==> src/rtl/bcd_updown_timer_if.sv <==
// Signal bundle for bcd_updown_timer: control, preset and count outputs.
// The master drives the controls and the slave (the timer) drives the count outputs.
interface bcd_updown_timer_if #(
    parameter int NUM_DIGITS = 4
);
    logic                      run;
    logic                      dir;
    logic                      load;
    logic [4*NUM_DIGITS-1:0]   load_value;
    logic                      lap;
    logic [4*NUM_DIGITS-1:0]   digits;
    logic                      tick;
    logic                      is_zero;
    logic                      expired;
    logic                      wrap;
    logic [4*NUM_DIGITS-1:0]   lap_digits;

    modport master (
        output run, dir, load, load_value, lap,
        input  digits, tick, is_zero, expired, wrap, lap_digits
    );

    modport slave (
        input  run, dir, load, load_value, lap,
        output digits, tick, is_zero, expired, wrap, lap_digits
    );
endinterface

==> src/rtl/bcd_updown_timer.sv <==
// Parametrised BCD up/down timer with prescaler, preset load, wrap and expiry pulses.
// Optional lap capture register is built only when TIMER_LAP_EN is defined.
module bcd_updown_timer #(
    parameter int NUM_DIGITS   = 4,
    parameter int DIV_BITS     = 26,
    parameter int MMSS         = 1,
    parameter int STOP_AT_ZERO = 1
) (
    input  logic               clk,
    input  logic               reset,
    bcd_updown_timer_if.slave  bus
);
    localparam int W = 4 * NUM_DIGITS;

    function automatic logic [3:0] lim(input int i);
        return ((MMSS != 0) && (i % 2 == 1)) ? 4'd5 : 4'd9;
    endfunction

    logic [DIV_BITS-1:0] presc_q, presc_d;
    logic [W-1:0]        digits_q, digits_d;
    logic                tick_q, tick_d;
    logic                expired_q, expired_d;
    logic                wrap_q, wrap_d;

    logic                step;
    logic                all_zero;
    logic [W-1:0]        up_val, dn_val, load_clamped;
    logic                up_carry, dn_borrow;

    assign all_zero = (digits_q == '0);
    assign step     = bus.run && (presc_q == '1);

    // Ripple carry/borrow through the digit chain; a final carry/borrow means the count wrapped.
    always_comb begin
        up_val    = digits_q;
        dn_val    = digits_q;
        up_carry  = 1'b1;
        dn_borrow = 1'b1;
        for (int i = 0; i < NUM_DIGITS; i++) begin
            if (up_carry) begin
                if (digits_q[4*i +: 4] >= lim(i)) begin
                    up_val[4*i +: 4] = 4'd0;
                end else begin
                    up_val[4*i +: 4] = digits_q[4*i +: 4] + 4'd1;
                    up_carry         = 1'b0;
                end
            end
            if (dn_borrow) begin
                if (digits_q[4*i +: 4] == 4'd0) begin
                    dn_val[4*i +: 4] = lim(i);
                end else begin
                    dn_val[4*i +: 4] = digits_q[4*i +: 4] - 4'd1;
                    dn_borrow        = 1'b0;
                end
            end
        end
    end

    always_comb begin
        load_clamped = '0;
        for (int i = 0; i < NUM_DIGITS; i++) begin
            load_clamped[4*i +: 4] = (bus.load_value[4*i +: 4] > lim(i)) ? lim(i)
                                                                          : bus.load_value[4*i +: 4];
        end
    end

    always_comb begin
        presc_d   = presc_q;
        digits_d  = digits_q;
        tick_d    = 1'b0;
        expired_d = 1'b0;
        wrap_d    = 1'b0;
        if (bus.load) begin
            presc_d  = '0;
            digits_d = load_clamped;
        end else if (bus.run) begin
            // Natural overflow returns the prescaler to 0 on the step cycle.
            presc_d = presc_q + 1'b1;
            if (step) begin
                tick_d = 1'b1;
                if (bus.dir) begin
                    digits_d = up_val;
                    wrap_d   = up_carry;
                end else if (all_zero) begin
                    if (STOP_AT_ZERO == 0) begin
                        digits_d = dn_val;
                        wrap_d   = 1'b1;
                    end
                end else begin
                    digits_d  = dn_val;
                    expired_d = (dn_val == '0);
                end
            end
        end
    end

    always_ff @(posedge clk or posedge reset) begin
        if (reset) begin
            presc_q   <= '0;
            digits_q  <= '0;
            tick_q    <= 1'b0;
            expired_q <= 1'b0;
            wrap_q    <= 1'b0;
        end else begin
            presc_q   <= presc_d;
            digits_q  <= digits_d;
            tick_q    <= tick_d;
            expired_q <= expired_d;
            wrap_q    <= wrap_d;
        end
    end

`ifdef TIMER_LAP_EN
    logic [W-1:0] lap_q, lap_d;

    assign lap_d = bus.lap ? digits_q : lap_q;

    always_ff @(posedge clk or posedge reset) begin
        if (reset) begin
            lap_q <= '0;
        end else begin
            lap_q <= lap_d;
        end
    end

    assign bus.lap_digits = lap_q;
`else
    logic unused_lap;
    assign unused_lap     = bus.lap;
    assign bus.lap_digits = '0;
`endif

    assign bus.digits  = digits_q;
    assign bus.tick    = tick_q;
    assign bus.is_zero = all_zero;
    assign bus.expired = expired_q;
    assign bus.wrap    = wrap_q;
endmodule

==> src/flat_wrapper.sv <==
// flat-port wrapper written by rule: the top's interface ports become plain ports
module bcd_updown_timer_flat 
#(
    parameter int NUM_DIGITS   = 4,
    parameter int DIV_BITS     = 26,
    parameter int MMSS         = 1,
    parameter int STOP_AT_ZERO = 1
)
  (clk, reset, bus_run, bus_dir, bus_load, bus_load_value, bus_lap, bus_digits, bus_tick, bus_is_zero, bus_expired, bus_wrap, bus_lap_digits);
  bcd_updown_timer_if #(.NUM_DIGITS(NUM_DIGITS)) bus_i ();
  input  logic clk;
  input  logic reset;
  input wire logic [$bits(bus_i.run)-1:0] bus_run;
  input wire logic [$bits(bus_i.dir)-1:0] bus_dir;
  input wire logic [$bits(bus_i.load)-1:0] bus_load;
  input wire logic [$bits(bus_i.load_value)-1:0] bus_load_value;
  input wire logic [$bits(bus_i.lap)-1:0] bus_lap;
  output wire logic [$bits(bus_i.digits)-1:0] bus_digits;
  output wire logic [$bits(bus_i.tick)-1:0] bus_tick;
  output wire logic [$bits(bus_i.is_zero)-1:0] bus_is_zero;
  output wire logic [$bits(bus_i.expired)-1:0] bus_expired;
  output wire logic [$bits(bus_i.wrap)-1:0] bus_wrap;
  output wire logic [$bits(bus_i.lap_digits)-1:0] bus_lap_digits;
  assign bus_i.run = bus_run;
  assign bus_i.dir = bus_dir;
  assign bus_i.load = bus_load;
  assign bus_i.load_value = bus_load_value;
  assign bus_i.lap = bus_lap;
  assign bus_digits = bus_i.digits;
  assign bus_tick = bus_i.tick;
  assign bus_is_zero = bus_i.is_zero;
  assign bus_expired = bus_i.expired;
  assign bus_wrap = bus_i.wrap;
  assign bus_lap_digits = bus_i.lap_digits;
  bcd_updown_timer #(.NUM_DIGITS(NUM_DIGITS), .DIV_BITS(DIV_BITS), .MMSS(MMSS), .STOP_AT_ZERO(STOP_AT_ZERO)) u_core (.clk(clk), .reset(reset), .bus(bus_i));
endmodule
==> config.mk <==
export PLATFORM = sky130hd
export DESIGN_NAME = bcd_updown_timer_flat
export DESIGN_NICKNAME = d
export VERILOG_FILES = /design/src/rtl/bcd_updown_timer_if.sv /design/src/rtl/bcd_updown_timer.sv /design/src/flat_wrapper.sv
export SDC_FILE = /design/constraint.sdc
export NUM_CORES = 1
export LEC_CHECK = 0
export ABC_AREA = 1
export CORE_MARGIN = 2
export CORE_UTILIZATION = 38
export DETAILED_ROUTE_END_ITERATION = 7
export GPL_TIMING_DRIVEN = 1
export PLACE_DENSITY = 0.68
export SYNTH_ARGS = -nofsm -noshare
export SYNTH_HDL_FRONTEND = slang
export SYNTH_SLANG_ARGS = --single-unit
==> constraint.sdc <==
create_clock -name clk -period 1.99 [get_ports clk]
set_input_delay 0.4975 -clock clk [delete_from_list [all_inputs] [get_ports clk]]
set_output_delay 0.4975 -clock clk [all_outputs]
set_load 0.05 [all_outputs]
Word level (Yosys, flattened, before mapping)
Cells that the tools add are included.

storage, ports and cells
  memories = 0
  bits of input ports = 22
  latch bits = 0
  ROM bits = 0
  memory bits (writable) = 0
  bits in registers = 45

operators by class
  shift-type cells = 0
  eq/ne operators = 5
  $mul = 0
  reduce and logical (&&, ||, !) cells = 13
  divide/modulo/power cells = 0
  bitwise gates (word level) = 0
  add/subtract/negate cells = 9
  order comparisons = 8
  mux-type cells = 49

operators by type and width
  kind                     count
  $mux W16                 5
  $mux W4                  18
  $mux W26                 2
  $logic_not A16 Y1        2
  $add A26 B1 Y26 const B  1
  $eq A26 B26 Y1 const B   1
  $mux W1                  24
  $add A4 B1 Y4 const B    4
  $logic_not A4 Y1         4
  $sub A4 B1 Y4 const B    4
  $reduce_and A4 Y1        3
  $ne A3 B1 Y1 const B     3
  $ge A4 B3 Y1 const B     2
  $ge A4 B4 Y1 const B     2
  $gt A4 B3 Y1 const B     2
  $gt A4 B4 Y1 const B     2
  $reduce_bool A2 Y1       2
  $ne A3 B3 Y1 const B     1
  $reduce_and A3 Y1        1
  $logic_and A1 B1 Y1      1

Depth between registers and ports, before layout
  word-level depth = 11
  mapped depth = 13

Worst setup path before layout
OpenSTA, ideal clock, no wires.

  path kind = register to output
  from = reg u_core.digits_q[0], in the netlist u_core.bus.digits[0]
  to = out bus_is_zero
  slack = -0.614 ns
  data required time = 1.492 ns
  arrival time = 2.107 ns
  cell stages (with the launch flop) = 8
  cells stage by stage = dfrtp_1 -> inv_1 -> ha_1 -> buf_2 -> nand2_4 -> nor2_8 -> nand2_4 -> nor2_1

between the ends
  cells in the longest elaborated chain, start to end = 1

RTL lines
  item                    RTL line                 text
  from (decl)             bcd_updown_timer.sv:20   logic [W-1:0] digits_q, digits_d;
  from (signal assigned)  bcd_updown_timer.sv:106  digits_q <= digits_d;
  $logic_not A16 Y1       bcd_updown_timer.sv:30   assign all_zero = (digits_q == '0);
  to (decl)               flat_wrapper.sv:20       output wire logic [$bits(bus_i.is_zero)-1:0] bus_is_zero;

Every way passes these cells.

Final worst setup path
  from = reg u_core.digits_q[4], in the netlist u_core.bus.digits[4]
  to = out bus_is_zero

The elaborated chain is that of the path after synthesis.

==> metrics <==
DR vias=3,832; CP max stage cell=dfrtp_2; drt first pass iters=5; DIE AREA=roughly 11,000 um2; Mapped Area=around 3800 um2; Setup crit end kind=output pin; Clock Sinks=45; PD cells=~770 nW/um2; post-synthesis sequential area ratio=0.2941; drc violations=0; initial antenna violation count=0; Via-to-Cell Ratio=4.845; leak pwr=0.002326 uW; Die Height=~100 um; CTS HTree Levels=2; period utilization=0.9967; CORE AREA=9774 um2; Crit Path Max Fanout=3; P_sw=1705 uW; unrepaired setup endpoints after global routing=true; Inserted Clock Buffers=5; Ys Warns=0; Clock Skew=approximately 0.0092 ns; critical path startpoint category=flop; clock-pin slew on the worst setup and hold paths=about 0.10 ns; Fmax=between 500 and 600 MHz; total internal power=about 2000 uW; CTS tree=yes; # IOs=58; Post-Synthesis Cells=573; hold_ws=around 0.48 ns; Die X=~100 um; final WL=a little over 10,000 um; combinational power share=0.535; max cap viols=0; top-count cell post-synth=nand2_1; CP dominant cell by count=nand2_4; # hold bufs at CTS=0; Hold Path Class=input pin to asynchronous set/reset pin; synth cell count leaders=nand2_1, nor2_1, inv_1; maximum root-to-sink buffer count=2; drt first-iter violations=around 190; Std-Cell Rows=36; Yosys reg bits=45; P&R area growth vs syn=25.62%; Final Max Tran Viols=0; Tmin final=1.984 ns; ys flop type=dfrtp_1; final RePlAce weighted congestion=0.9155; first-pass GRT wire length=roughly 17,000 um; share of post-route cells with drive strength above 1=0.2325; Worst slew margin=0.6468; CTS Root Cell=clkbuf_8; DR WL/cell=~13 um; worst path cell trace=inv_4 -> ha_4 -> nand2_4 -> nor2_8 -> nand2_4 -> nor2_4 -> buf_12; post-place setup slack=-0.1072 ns; Switching Fraction=0.4598; Initial Utilization=0.3917; Syn Area/Cell=roughly 6.7 um2; critical path type=flop to output pin; post-route ant nets=0; ant diodes=0; Reg power frac=0.292; Setup-failing EPs final=0; Synth async-reset ratio=1.000; Worst EP arrival=~1.5 ns; Clk Latency, worst-skew pair=between 0.3 and 0.4 ns; Clk pwr share=0.173; fin worst setup slack=0.006486 ns; Worst Path Required=1.49 ns; Hold Violations, Final=0; largest area contributor in the netlist=dfrtp_1; Distinct cells, synth=38; vias in the first global route=3,613; largest net degree at the start of global routing=31; Synth area leaders=dfrtp_1, nand2_1, nor2_1; hpwl dp=between 7000 and 8000 um; outcome=completed; GR Overflow Total=0; I/O Buffers=40; worst slew pin tran=0.5290 ns; post-synth top area share=0.2941; all-layer global routing usage=0.1919; Final #Nets=between 600 and 700; Largest stage delay, worst path=between 0.4 and 0.5 ns; Post-synth EDFFs=0; worst vdd ir=a little over 400 uV
routing by layer:
metal	vias up	share of wire	global-route usage
met5	-	0	0
met4	0	0.011	0.05309
met3	9	0.039	0.02882
met2	83	0.46	0.3119
met1	1777	0.49	0.2644
li1	1963	-	-
layout by cell type (no fill, tap or decap), types with 3 or more instances in the layout:
master             n
nand2_1          162
nor3_2             3
nand2_4            4
nand3_2            6
nand2_2            8
clkdlybuf4s50_1   20
ha_1              10
inv_2             12
dfrtp_1           36
nor3_1            11
ha_4               3
clkbuf_8           6
o21ai_0           32
o211ai_1           4
buf_4             64
dfrtp_2            9
conb_1            16
inv_4              4
nand3_1           41
nor2_2            10
nand4_1            9
nor2_1            68
a21oi_1           22
o21ai_1            5
nor2_8             4
o21ai_2            4
inv_1             51
nor2_4             7
xor2_1             7
stage by stage:
stage	setup TNS, ns	util	instances	power [uW]	cell area (um2)
CTS	-0.01444	0.4900	791	3702	4790
global placement	-0.5603	0.4697	776	2884	4591
global route	-0.06025	0.4921	791	3976	4810
finish	0	0.4921	791	3709	4810
floorplan	-0.03254	-	588	2391	3931
detailed placement	-0.9308	0.4697	776	2923	4591
power groups by stage:
stage	combinational, uW	sequential [uW]	clock [uW]
floorplan	1020	1380	0
global placement	1800	1090	0
detailed placement	1840	1090	0
CTS	1960	1080	666
global route	2180	1090	703
finish	1980	1080	642
sequential cells by signal, summed over array words and instances, names as in the netlist:
| register | cells |
|---|---|
| u_core.presc_q | 26 |
| u_core.bus.expired | 1 |
| u_core.bus.tick | 1 |
| u_core.bus.wrap | 1 |
| u_core.bus.digits | 16 |
final timing paths:
check	cells after the start	slack, ns	endpoint	startpoint
max	7	0.006	bus_is_zero	u_core.bus.digits[4]
min	2	0.48	u_core.bus.tick	reset
max reg2reg	12	0.21	u_core.bus.digits[12]	u_core.bus.digits[4]
min reg2reg	1	0.51	u_core.presc_q[8]	u_core.presc_q[8]
max in group asynchronous	3	1.02	u_core.presc_q[10]	reset
min in group clk	1	0.51	u_core.presc_q[8]	u_core.presc_q[8]
worst max-delay path: cells and delay by family, from the launching register on:
kind                     cells  cell delay, ns
adder cells (fa/ha/maj)      1            0.15
buffers and inverters        2            0.22
AND/OR/NAND/NOR              4            0.36
flip-flops                   1            0.43
logic make-up (layout without fill, tap and decap cells):
family / after synthesis / count (layout) / synth area share
AND/OR/NAND/NOR: 339 / 339 / 0.4199
flip-flops: 45 / 45 / 0.2941
adder cells (fa/ha/maj): 14 / 14 / 0.04575
AO/OA/AOI/OAI: 73 / 73 / 0.1062
buffers and inverters: 93 / 163 / 0.1147
other: 1 / 16 / 0.0009795
XOR/XNOR: 8 / 8 / 0.01830
repair_timing:
| item | in CTS | in global routing |
|---|---|---|
| endpoints found under the setup margin | 1 | 6 |
| resized for setup | 17 | 6 |
| pin swaps | 7 | 2 |
| buffers inserted | 7 | 0 |
area by class of cell:
type                       instances  area, um2
fill                             992       4965
multi-input combinational        450       2406
sequential                        45       1137
timing repair buffer              87      733.2
inverter                          68      270.3
tap                              133      166.4
clock buffer                       6      82.58
clock inverter                     2      13.76
No activity file was read; power rests on OpenSTA's default activity.
